**src/rtl/matavimo_valdiklis.sv**
```systemverilog
`default_nettype none
// ============================================================================
// Module   : matavimo_valdiklis
// Brief    : TDC channel sequencer: coarse count between start/stop hits,
//            fine code capture, summer strobe, result handshake.
//            Optional averaging series: define MATAVIMO_VIDURKIS_EN.
// Revision : 1.0 - initial release
// ============================================================================
module matavimo_valdiklis #(
  parameter int size_frontu = 8,
  parameter int size_grubus = 10,
  parameter int TIMEOUT_CYC = 200,
  parameter int AVG_LOG2    = 2
) (
  input  logic                   clk,
  input  logic                   rst_n,
  input  logic                   start_req,
  input  logic                   abort,
  input  logic                   start_hit,
  input  logic                   stop_hit,
  input  logic [size_frontu-1:0] fine_in,
  output logic [size_frontu-1:0] grubus,
  output logic [size_frontu-1:0] teigiamas_f,
  output logic [size_frontu-1:0] neigiamas_f,
  output logic                   enable,
  input  logic [size_grubus-1:0] Laikas,
  output logic [size_grubus-1:0] result,
  output logic                   result_err,
  output logic                   result_valid,
  input  logic                   result_ready,
  output logic                   busy
);

  localparam logic [2:0] c_idle  = 3'd0;
  localparam logic [2:0] c_armed = 3'd1;
  localparam logic [2:0] c_run   = 3'd2;
  localparam logic [2:0] c_latch = 3'd3;
  localparam logic [2:0] c_capt  = 3'd4;
  localparam logic [2:0] c_out   = 3'd5;

  localparam logic [size_frontu-1:0] c_tmo_last = size_frontu'(TIMEOUT_CYC - 1);

  if ((TIMEOUT_CYC < 1) || (TIMEOUT_CYC > (1 << size_frontu) - 1) || (AVG_LOG2 < 0)) begin : g_param_chk
    $error("matavimo_valdiklis: parameter out of range");
  end

  logic [2:0]             state_q, state_d;
  logic [size_frontu-1:0] cnt_q;
  logic [size_frontu-1:0] grubus_q, teig_q, neig_q;
  logic [size_grubus-1:0] result_q;
  logic                   err_q;

  logic                   w_timeout;
  logic                   w_last;
  logic [size_grubus-1:0] w_capt_res;

  assign w_timeout = (cnt_q == c_tmo_last);

`ifdef MATAVIMO_VIDURKIS_EN
  localparam int c_acc_w = size_grubus + AVG_LOG2;
  localparam int c_idx_w = (AVG_LOG2 > 0) ? AVG_LOG2 : 1;
  localparam logic [c_idx_w-1:0] c_idx_last = c_idx_w'((1 << AVG_LOG2) - 1);

  logic [c_acc_w-1:0] acc_q;
  logic [c_acc_w-1:0] w_sum;
  logic [c_idx_w-1:0] idx_q;

  assign w_sum      = acc_q + c_acc_w'(Laikas);
  assign w_last     = (idx_q == c_idx_last);
  assign w_capt_res = w_sum[c_acc_w-1:AVG_LOG2];

  // Series bookkeeping restarts whenever the channel leaves a series.
  always_ff @(posedge clk or negedge rst_n) begin
    if (!rst_n) begin
      acc_q <= '0;
      idx_q <= '0;
    end else if (abort || (state_q == c_idle) ||
                 ((state_q == c_run) && !stop_hit && w_timeout)) begin
      acc_q <= '0;
      idx_q <= '0;
    end else if (state_q == c_capt) begin
      if (w_last) begin
        acc_q <= '0;
        idx_q <= '0;
      end else begin
        acc_q <= w_sum;
        idx_q <= idx_q + 1'b1;
      end
    end
  end
`else
  assign w_last     = 1'b1;
  assign w_capt_res = Laikas;
`endif

  always_ff @(posedge clk or negedge rst_n) begin
    if (!rst_n) begin
      state_q <= c_idle;
    end else begin
      state_q <= state_d;
    end
  end

  always_comb begin
    state_d = state_q;
    case (state_q)
      c_idle:  if (start_req) state_d = c_armed;
      c_armed: if (start_hit) state_d = stop_hit ? c_latch : c_run;
      c_run: begin
        if (stop_hit) begin
          state_d = c_latch;
        end else if (w_timeout) begin
          state_d = c_out;
        end
      end
      c_latch: state_d = c_capt;
      c_capt:  state_d = w_last ? c_out : c_armed;
      c_out:   if (result_ready) state_d = c_idle;
      default: state_d = c_idle;
    endcase
    if (abort) begin
      state_d = c_idle;
    end
  end

  always_comb begin
    enable       = 1'b0;
    result_valid = 1'b0;
    busy         = 1'b1;
    case (state_q)
      c_idle:  busy         = 1'b0;
      c_latch: enable       = 1'b1;
      c_out:   result_valid = 1'b1;
      default: ;
    endcase
  end

  // Stop k cycles after start yields cnt_q = k-1 at the stop edge, hence +1.
  always_ff @(posedge clk or negedge rst_n) begin
    if (!rst_n) begin
      cnt_q    <= '0;
      grubus_q <= '0;
      teig_q   <= '0;
      neig_q   <= '0;
      result_q <= '0;
      err_q    <= 1'b0;
    end else if (!abort) begin
      case (state_q)
        c_armed: begin
          if (start_hit) begin
            cnt_q  <= '0;
            teig_q <= fine_in;
            if (stop_hit) begin
              neig_q   <= fine_in;
              grubus_q <= '0;
            end
          end
        end
        c_run: begin
          cnt_q <= cnt_q + 1'b1;
          if (stop_hit) begin
            grubus_q <= cnt_q + 1'b1;
            neig_q   <= fine_in;
          end else if (w_timeout) begin
            result_q <= '0;
            err_q    <= 1'b1;
          end
        end
        c_capt: begin
          if (w_last) begin
            result_q <= w_capt_res;
            err_q    <= 1'b0;
          end
        end
        default: ;
      endcase
    end
  end

  assign grubus      = grubus_q;
  assign teigiamas_f = teig_q;
  assign neigiamas_f = neig_q;
  assign result      = result_q;
  assign result_err  = err_q;

endmodule
`default_nettype wire
```
**config.mk**
```make
export PLATFORM = sky130hd
export DESIGN_NAME = matavimo_valdiklis
export DESIGN_NICKNAME = d
export VERILOG_FILES = /design/src/rtl/matavimo_valdiklis.sv
export SDC_FILE = /design/constraint.sdc
export NUM_CORES = 1
export LEC_CHECK = 0
export ABC_AREA = 1
export CAP_MARGIN = 10
export CORE_UTILIZATION = 45
export DETAILED_ROUTE_END_ITERATION = 7
export PLACE_DENSITY = 0.87
export SLEW_MARGIN = 10
export SYNTH_ARGS = -nofsm -noshare
export SYNTH_HDL_FRONTEND = slang
export SYNTH_SLANG_ARGS = --single-unit
```
**constraint.sdc**
```tcl
create_clock -name clk -period 2.3 [get_ports clk]
set_input_delay 0.575 -clock clk [delete_from_list [all_inputs] [get_ports clk]]
set_output_delay 0.575 -clock clk [all_outputs]
set_load 0.02 [all_outputs]
```
==> summary.md <==
| Metric | Value |
|---|---|
| Worst min-delay path category | in2async |
| Via density per instance | 4.80 |
| Setup slack on the worst flop-to-flop path | 680 ps |
| Synthesized-area fraction occupied by and/or/nand/nor cells | 0.306 |
| Total leakage power | 1.46 nW |
| Number of clock sinks | 46 |
| Y dimension of the die | 72.5 um |
| RR Startpoint | state_q[2] |
| Clock share of power | 0.154 |
| Total of endpoints with negative setup slack in the final report | 0 |
| Number of cells traversed by the worst register-to-register path | 8 |
| Clock transition at the registers of the reported paths | around 80 ps |
| Xor/xnor share of the synthesized area | 0 |
| Layout fillers | ~410 |
| Worst hold slack | around 260 ps |
| Setup repair after global routing missed its margin | no |
| Type of the worst setup path | reg2out |
| Final HPWL DP | 3460 um |
| Commonest non-fill, non-tap cells in the layout | 96 x sky130_fd_sc_hd__nand2_1, 60 x sky130_fd_sc_hd__clkdlybuf4s50_1, 44 x sky130_fd_sc_hd__dfrtp_1 |
| RD Place Congestion | ~0.8 |
| Slew HR | 0.629 |
| Synthesized instance count | between 200 and 300 |
| Worst-case vdd ir drop | approximately 0.53 mV |
| Syn_nets | around 290 |
| Antenna Violating Nets Remaining | 0 |
| Max-slew violations | 0 |
| Proportion of synthesized chip area in sequential cells | 0.515 |
| Sequential share of power | 0.391 |
| Average size of a mapped cell | approximately 8.6 um2 |
| Dominant combinational cell family by area after synthesis | simple AND/OR/NAND/NOR gates |
| Max stage delay cell, worst path | sky130_fd_sc_hd__clkdlybuf4s50_1 |
| Area of the placeable core | between 0.004 and 0.005 mm2 |
| Multiplexer fraction of the synthesized cell area | 0 |
| Cell area after synthesis | about 0.0022 mm2 |
| Fraction of the mapped netlist area in compound gates | 0.0968 |
| Max-Cap Viols | 0 |
| Slew at the pin with the worst max-slew slack | between 500 and 600 ps |
| Fmax achieved | roughly 460 MHz |
| Largest cells by area after synthesis | sky130_fd_sc_hd__dfrtp_1 51%, sky130_fd_sc_hd__nand2_1 16%, sky130_fd_sc_hd__o21ai_2 4.7% |
| Average detailed-routed wire length per instance | 11.5 um |
| Yosys warning total | 0 |
| Signal arrival time at the worst endpoint | 1610 ps |
| Ratio of cells with drive above 1 in the final layout | 0.149 |
| Post-synthesis cell type with the largest combined area | sky130_fd_sc_hd__dfrtp_1 |
| Multi-input logic area | just over 900 um2 |
| Leading cell type in the layout, fill and taps excluded | sky130_fd_sc_hd__nand2_1 |
| Final sum of negative setup slack | 0 ps |
| Global-route usage over all layers | 0.188 |
| Period utilisation layout | 0.952 |
| Number of rows created at floorplan | 25 |
| Arithmetic-cell share of the synthesized area counting full adders, half adders and majority gates | 0.00559 |
| CTS tree | yes |
| Register area | between 0.001 and 0.0015 mm2 |
| Max incr delay on CP | ~600 ps |
| Setup skew after layout | approximately 6.6 ps |
| Area of the die | 0.00526 mm2 |
| GR Overflow Total | 0 |
| Combinational fraction of design power | 0.455 |
| First-pass GRT wire length | about 7700 um |
| Number of global-route vias before repair | around 1,700 |
| Cell-internal power | roughly 1.9 mW |
| DRC violations left | 0 |
| Antenna violations before repair | 0 |
| Critical path data required time | around 1700 ps |
| Maximum net fanout on the critical path | 7 |
| Maximum clock path buffer count | 2 |
| Fin crit period | approximately 2200 ps |
| Critical register-to-register path endpoint | result[7] |
| Number of buffers created by CTS | 5 |
| Kind of end point of the critical path | primary output |
| Number of hold-slack violations in the final timing report | 0 |
| Total power divided by cell area | approximately 1000 mW/mm2 |
| Switching power share of the total | 0.391 |
| Flip-flop and latch count after synthesis | 46 |
| Antenna diode instance count | 0 |
| Pre-Repair DR Iteration Count | 4 |
| Number of top-level design ports | between 60 and 70 |
| Outcome | completed |
| Area growth syn-to-layout | 33.4% |
| Net switching power figure | 1.22 mW |
| Worst setup SP type | flip-flop |
| Via count of the routed design | around 1,900 |
| Initial core utilization | 0.471 |
| Layout net count | approximately 350 |
| Clock root buffer | sky130_fd_sc_hd__clkbuf_8 |
| Clock Latency Late Sink | ~300 ps |
| Iter 0 DRT Violations | about 130 |
| Number of H-tree branching levels | 2 |
| Fraction of post-synthesis cell area in the top cell type by area | 0.515 |
| Total routed wirelength | approximately 4500 um |
| Number of buffers added on ports | a little over 60 |
| Distinct cells, synth | 28 |
| Cells along the critical path | inv_2 > nand2_1 > clkdlybuf4s50_1 |
| Die width | between 70 and 80 um |
| Maximum number of pins on one net before global-route repair | 29 |
==> cell families after synthesis <==
logic type,count (synthesis)
flops,46
fa+ha+maj,1
buf+inv,34
simple gates,147
compound gates,33
==> stage by stage <==
stage               setup slack (ps)  instances  instance area [um2]  power, mW  utilization
finish                           111        395                 2990       3.11        0.628
global route                    33.7        395                 2990       3.31        0.628
CTS                             36.5        395                 2980       3.13        0.627
detailed placement               231        387                 2900       2.65        0.609
global placement                 270        387                 2900       2.60        0.609
floorplan                        663        261                 2240       2.04            -
==> worst max-delay path: cells and delay by family, from the launching register on <==
family / cells / cell delay (ps)
and+or+nand+nor: 1 / 100
DFF: 1 / 490
buffers and inverters: 2 / 730
==> state kept, by name (all words and copies together), names as in the netlist <==
register     cells
cnt_q            8
grubus           8
neigiamas_f      8
result          10
result_err       1
state_q          3
teigiamas_f      8
==> cell usage after synthesis <==
cell type	n
sky130_fd_sc_hd__inv_2	4
sky130_fd_sc_hd__o21bai_1	1
sky130_fd_sc_hd__nand3_4	1
sky130_fd_sc_hd__clkbuf_1	2
sky130_fd_sc_hd__nor3_1	1
sky130_fd_sc_hd__buf_2	1
sky130_fd_sc_hd__clkinv_1	1
sky130_fd_sc_hd__nand2_4	2
sky130_fd_sc_hd__o21ai_0	17
sky130_fd_sc_hd__nand2_8	1
sky130_fd_sc_hd__buf_12	2
sky130_fd_sc_hd__nand3_1	8
sky130_fd_sc_hd__nor2_2	1
sky130_fd_sc_hd__nand4_1	7
sky130_fd_sc_hd__buf_6	1
sky130_fd_sc_hd__a21oi_2	1
sky130_fd_sc_hd__o21ai_2	12
sky130_fd_sc_hd__inv_4	1
sky130_fd_sc_hd__inv_1	22
sky130_fd_sc_hd__nand2_2	8
sky130_fd_sc_hd__dfrtp_1	46
sky130_fd_sc_hd__nand3_2	2
sky130_fd_sc_hd__nand2_1	96
sky130_fd_sc_hd__ha_1	1
sky130_fd_sc_hd__a21oi_1	2
sky130_fd_sc_hd__nor2_1	18
sky130_fd_sc_hd__nor2_8	1
sky130_fd_sc_hd__nand4_2	1
==> layer usage <==
layer | wire length, um | share of wire | vias to the layer above | global-route usage
li1 | - | - | 954 | -
met1 | 2050 | 0.45 | 873 | 0.245
met2 | 2230 | 0.49 | 64 | 0.313
met3 | 210 | 0.046 | 5 | 0.0431
met4 | 40 | 0.0088 | 0 | 0.0588
met5 | 0 | 0 | - | 0
==> power by group through the flow <==
stage	clock network (mW)	logic, mW	registers (mW)
6_report	0.481	1.41	1.22
5_1_grt	0.526	1.54	1.24
4_1_cts	0.497	1.42	1.21
3_5_place_dp	0	1.42	1.22
3_3_place_gp	0	1.38	1.22
2_1_floorplan	0	0.578	1.46
==> final cells by class <==
| type | count | share of cell area |
|---|---|---|
| sequential | 46 | 0.386 |
| multi-input combinational | 181 | 0.307 |
| timing repair buffer | 65 | 0.213 |
| inverter | 28 | 0.0360 |
| tap | 67 | 0.0281 |
| clock buffer | 6 | 0.0243 |
| clock inverter | 2 | 0.00461 |
==> worst max-delay path by stage <==
stage,start,endpoint,slack (ps),depth (start not counted)
3_5_place_dp,abort,teigiamas_f[3],230,4
5_1_grt,state_q[2],busy,30,3
2_1_floorplan,state_q[0],result_valid,660,2
6_report,state_q[2],busy,110,3
3_3_place_gp,state_q[0],result_valid,270,3
4_1_cts,state_q[0],busy,40,3
==> timing repair <==
action / in CTS / in global routing
endpoints found under the setup margin: 1 / 2
resized for setup: 1 / 3
setup buffers: 0 / 0
pin swaps: 0 / 0
hold buffers: 0 / 0
Note: power is estimated with default switching activity, not from simulation.
==> RTL change 1 (config.mk and constraints unchanged) <==
Change the parameter `size_grubus` from 10 to 20.
--- a/src/rtl/matavimo_valdiklis.sv
+++ b/src/rtl/matavimo_valdiklis.sv
@@ -8,7 +8,7 @@
 // ============================================================================
 module matavimo_valdiklis #(
   parameter int size_frontu = 8,
-  parameter int size_grubus = 10,
+  parameter int size_grubus = 20,
   parameter int TIMEOUT_CYC = 200,
   parameter int AVG_LOG2    = 2
 ) (
Interface: changed (resized Laikas and result); port bits go from 63 to 83. The function was not compared with the original's and may differ.
==> RTL change 1 against the unedited design <==
Design area rose by 20%. Routed wire length rose by 28%. Die area rose by 15%. Synthesized cell count rose by 25%. Worst setup slack improved by 16 ps. Area after synthesis rose by 16%. Sequential cell count rose by 10. Total power rose by 25%. Register-to-register slack got worse by 100 ps. Via count rose by 23%. Global-route usage rose by 2.5 points.
==> RTL change 1: results (changes against the unedited design) <==
[synth]
synth_fa_ha_area_share_pct=0.484  ; -0.075 points
yosys-top-cells-area=dfrtp_1, nand2_1, nor2_1, inv_1, nand3_1
ys_types=20  ; -29%
syn-num-nets=361  ; +26%
syn-mean-instance-area_sq_um=7.96  ; -7.2%

[layout]
largest_reg_flops=20  ; +10
sh_seq_area_pct=39.0  ; +0.35 points
inv_count=24  ; -14%
final_area_sq_um=3590  ; +20%
area_share_clock_buf_inv_pct=3.52  ; +0.62 points
nClkBuffers=7  ; +1
seq_cells=56  ; +22%
nNetsFinal=446  ; +26%

[grt]
grtUsageMet3_pct=5.18  ; +0.87 points
grt_use_met2_pct=35.3  ; +4.1 points
grt_pass1_vias=2164  ; +27%

[critical_path]
r2r_setup_slack_ps=580  ; -100 ps
cp_max_fo=6  ; -1
reg2reg_to=result[12]$_DFFE_PN0P_

[route]
wl_per_cell_microns=12.1  ; +5.0%
vias_per_cell=4.83  ; +0.63%
met3WireLength_microns=356  ; +70%
drt-met1-wl_mm=2.44  ; +19%
met2WireLength_mm=2.95  ; +32%

[sta]
tightest_slew_ps=674  ; +117 ps

[power_and_ir_drop]
switching_share_pct=37.4  ; -1.7 points
ir_worst_vdd_mv=0.552  ; +3.4%
powerSeq_w=0.00148  ; +21%
p_leak_nw=1.82  ; +25%

[placed_design]
postPlaceCellArea_sq_um=3460  ; +20%
dpl.hpwl_mm=4.26  ; +23%

[floorplanning]
die_w_microns=77.8  ; +7.3%

[status]
status=finished clean

[clock_tree]
cts.repair.resized=3  ; +2

[RTL change 1: cell types whose count changed in the layout (fill, tap and decap cells not counted), sizes merged, moves of 5 or more]
cell	before	now
nor2	20	27
nand4	8	3
clkdlybuf4s50	60	79
nand2	107	166
nand3	11	16
dfrtp	46	56
o21ai	29	14
[RTL change 1: worst max-delay path, delay by kind of cell, from the launching register on]
| family | cells | cell delay, ps |
|---|---|---|
| DFF | 1 | 550 |
| buffers and inverters | 1 | 590 |
| and+or+nand+nor | 2 | 170 |
[RTL change 1: worst max path at each step]
stage / endpoint / startpoint / cells after the start / slack [ps]
floorplan: result_valid / state_q[2]$_DFFE_PN0P_ / 3 / 630
global placement: enable / state_q[1]$_DFFE_PN0P_ / 3 / 270
detailed placement: enable / state_q[1]$_DFFE_PN0P_ / 3 / 270
CTS: busy / state_q[1]$_DFFE_PN0P_ / 3 / 80
global route: busy / state_q[1]$_DFFE_PN0P_ / 3 / 50
finish: busy / state_q[1]$_DFFE_PN0P_ / 3 / 130
==> RTL change 2 (same flow settings) <==
Made on the original files. Register the output `result_err` once more, cleared by the reset; this adds one clock of latency there. The other outputs are not delayed to match.
--- a/src/rtl/matavimo_valdiklis.sv
+++ b/src/rtl/matavimo_valdiklis.sv
@@ -181,7 +181,13 @@
   assign teigiamas_f = teig_q;
   assign neigiamas_f = neig_q;
   assign result      = result_q;
-  assign result_err  = err_q;
+  always_ff @(posedge clk or negedge rst_n) begin
+    if (!rst_n) begin
+      result_err <= '0;
+    end else begin
+      result_err <= err_q;
+    end
+  end
 
 endmodule
 `default_nettype wire
Check against the original RTL: same outputs for any inputs over 10 cycles, from zero or initial values and one cycle with rst_n low; that may be too few to reach the edited logic, so the function may still have changed.
==> RTL change 2 against the unedited design <==
Routed wire length is 1.6% higher. Sequential cell count is 1 higher. Design area shrank 1.9%. Largest power group unchanged. Area after synthesis is 2.8% lower. Worst setup slack gained 30 ps. Total power up 2.3%. First-iteration DRC count decreased by 25%.
==> RTL change 2: results (changes against the unedited design) <==
[grt]
grt_start_max_net_pins=48  ; +66%
use_met1_pct=25.4  ; +0.98 points
grt_use_met2_pct=33.5  ; +2.3 points

[critical_path]
reg2reg_to=neigiamas_f[7]$_DFFE_PN0P_
critPathMaxStageDelay_ps=540  ; -60 ps
r2r_setup_slack_ps=650  ; -30 ps

[route]
drt-met1-wl_mm=2.10  ; +2.4%
wirelength_mm=4.61  ; +1.6%
met2WireLength_mm=2.27  ; +1.4%
vias_per_cell=4.91  ; +2.3%
drt_iter0_drc=95  ; -25%

[layout]
multi_input_area_sq_um=830  ; -9.5%
sh_seq_area_pct=40.3  ; +1.6 points
inv_count=30  ; +7.1%
num-multi-input-gates=174  ; -3.9%
n_all_buffers=68  ; +4.6%

[synth]
ys_top_cells_by_count=nand2_1, dfrtp_1, inv_1
syn-num-nets=284  ; -1.0%
synth_seq_cells=47  ; +2.2%
syn_inst=258  ; -1.1%
yosys-top-cells-area=dfrtp_1, nand2_1, o21ai_0, inv_1, o21ai_2

[power_and_ir_drop]
p_clk_w=0.000477  ; -0.8%
ir_worst_vdd_mv=0.495  ; -7.3%
p_leak_nw=1.44  ; -1.1%

[status]
status=finished clean

[placed_design]
place_inst=371  ; -4.1%
dpl.hpwl_mm=3.36  ; -2.8%
postPlaceCellArea_sq_um=2840  ; -1.9%

[sta]
finClkSkew_ps=3.91  ; -2.68 ps

==> RTL change 2: changes by cell type in the layout (fill, tap and decap cells not counted), sizes merged <==
cell	unedited run	this run
nand2	107	95
nand3	11	16
o21ai	29	33
buf	4	7
inv	27	30
nor2	20	17
clkbuf	6	5
clkinv	3	2
dfrtp	46	47
nand4	8	7
==> RTL change 2: timing repair <==
action                                  in CTS  in global routing
cloned                                       0                  0
gates resized for setup                      1                  3
hold endpoints to repair                     0                  0
endpoints found under the setup margin       1                  2
==> RTL change 2: logic make-up after synthesis <==
| kind of cell | after synthesis | synth area share (%) |
|---|---|---|
| flip-flops | 47 | 54.1 |
| AO/OA/AOI/OAI | 37 | 10.4 |
| buffers and inverters | 37 | 7.88 |
| adder cells (fa/ha/maj) | 1 | 0.575 |
| AND/OR/NAND/NOR | 136 | 27.1 |
==> RTL change 2: how the worst min path moves through the flow <==
stage	start	endpoint	slack, ps	depth (start not counted)
3_3_place_gp	err_q$_DFFE_PN0P_	result_err$_DFF_PN0_	360	0
5_1_grt	rst_n	neigiamas_f[5]$_DFFE_PN0P_	400	2
4_1_cts	rst_n	state_q[0]$_DFFE_PN0P_	380	2
6_report	rst_n	cnt_q[6]$_DFFE_PN0P_	360	2
3_5_place_dp	err_q$_DFFE_PN0P_	result_err$_DFF_PN0_	370	0
2_1_floorplan	rst_n	cnt_q[0]$_DFFE_PN0P_	280	0
==> RTL change 2: metrics by stage <==
step                hold slack, ps  power (W)  setup WS (ps)
floorplan                      279    0.00206            681
global placement               360    0.00268            279
detailed placement             375    0.00272            241
CTS                            375    0.00320           52.0
global route                   399    0.00340           38.9
finish                         360    0.00318            141
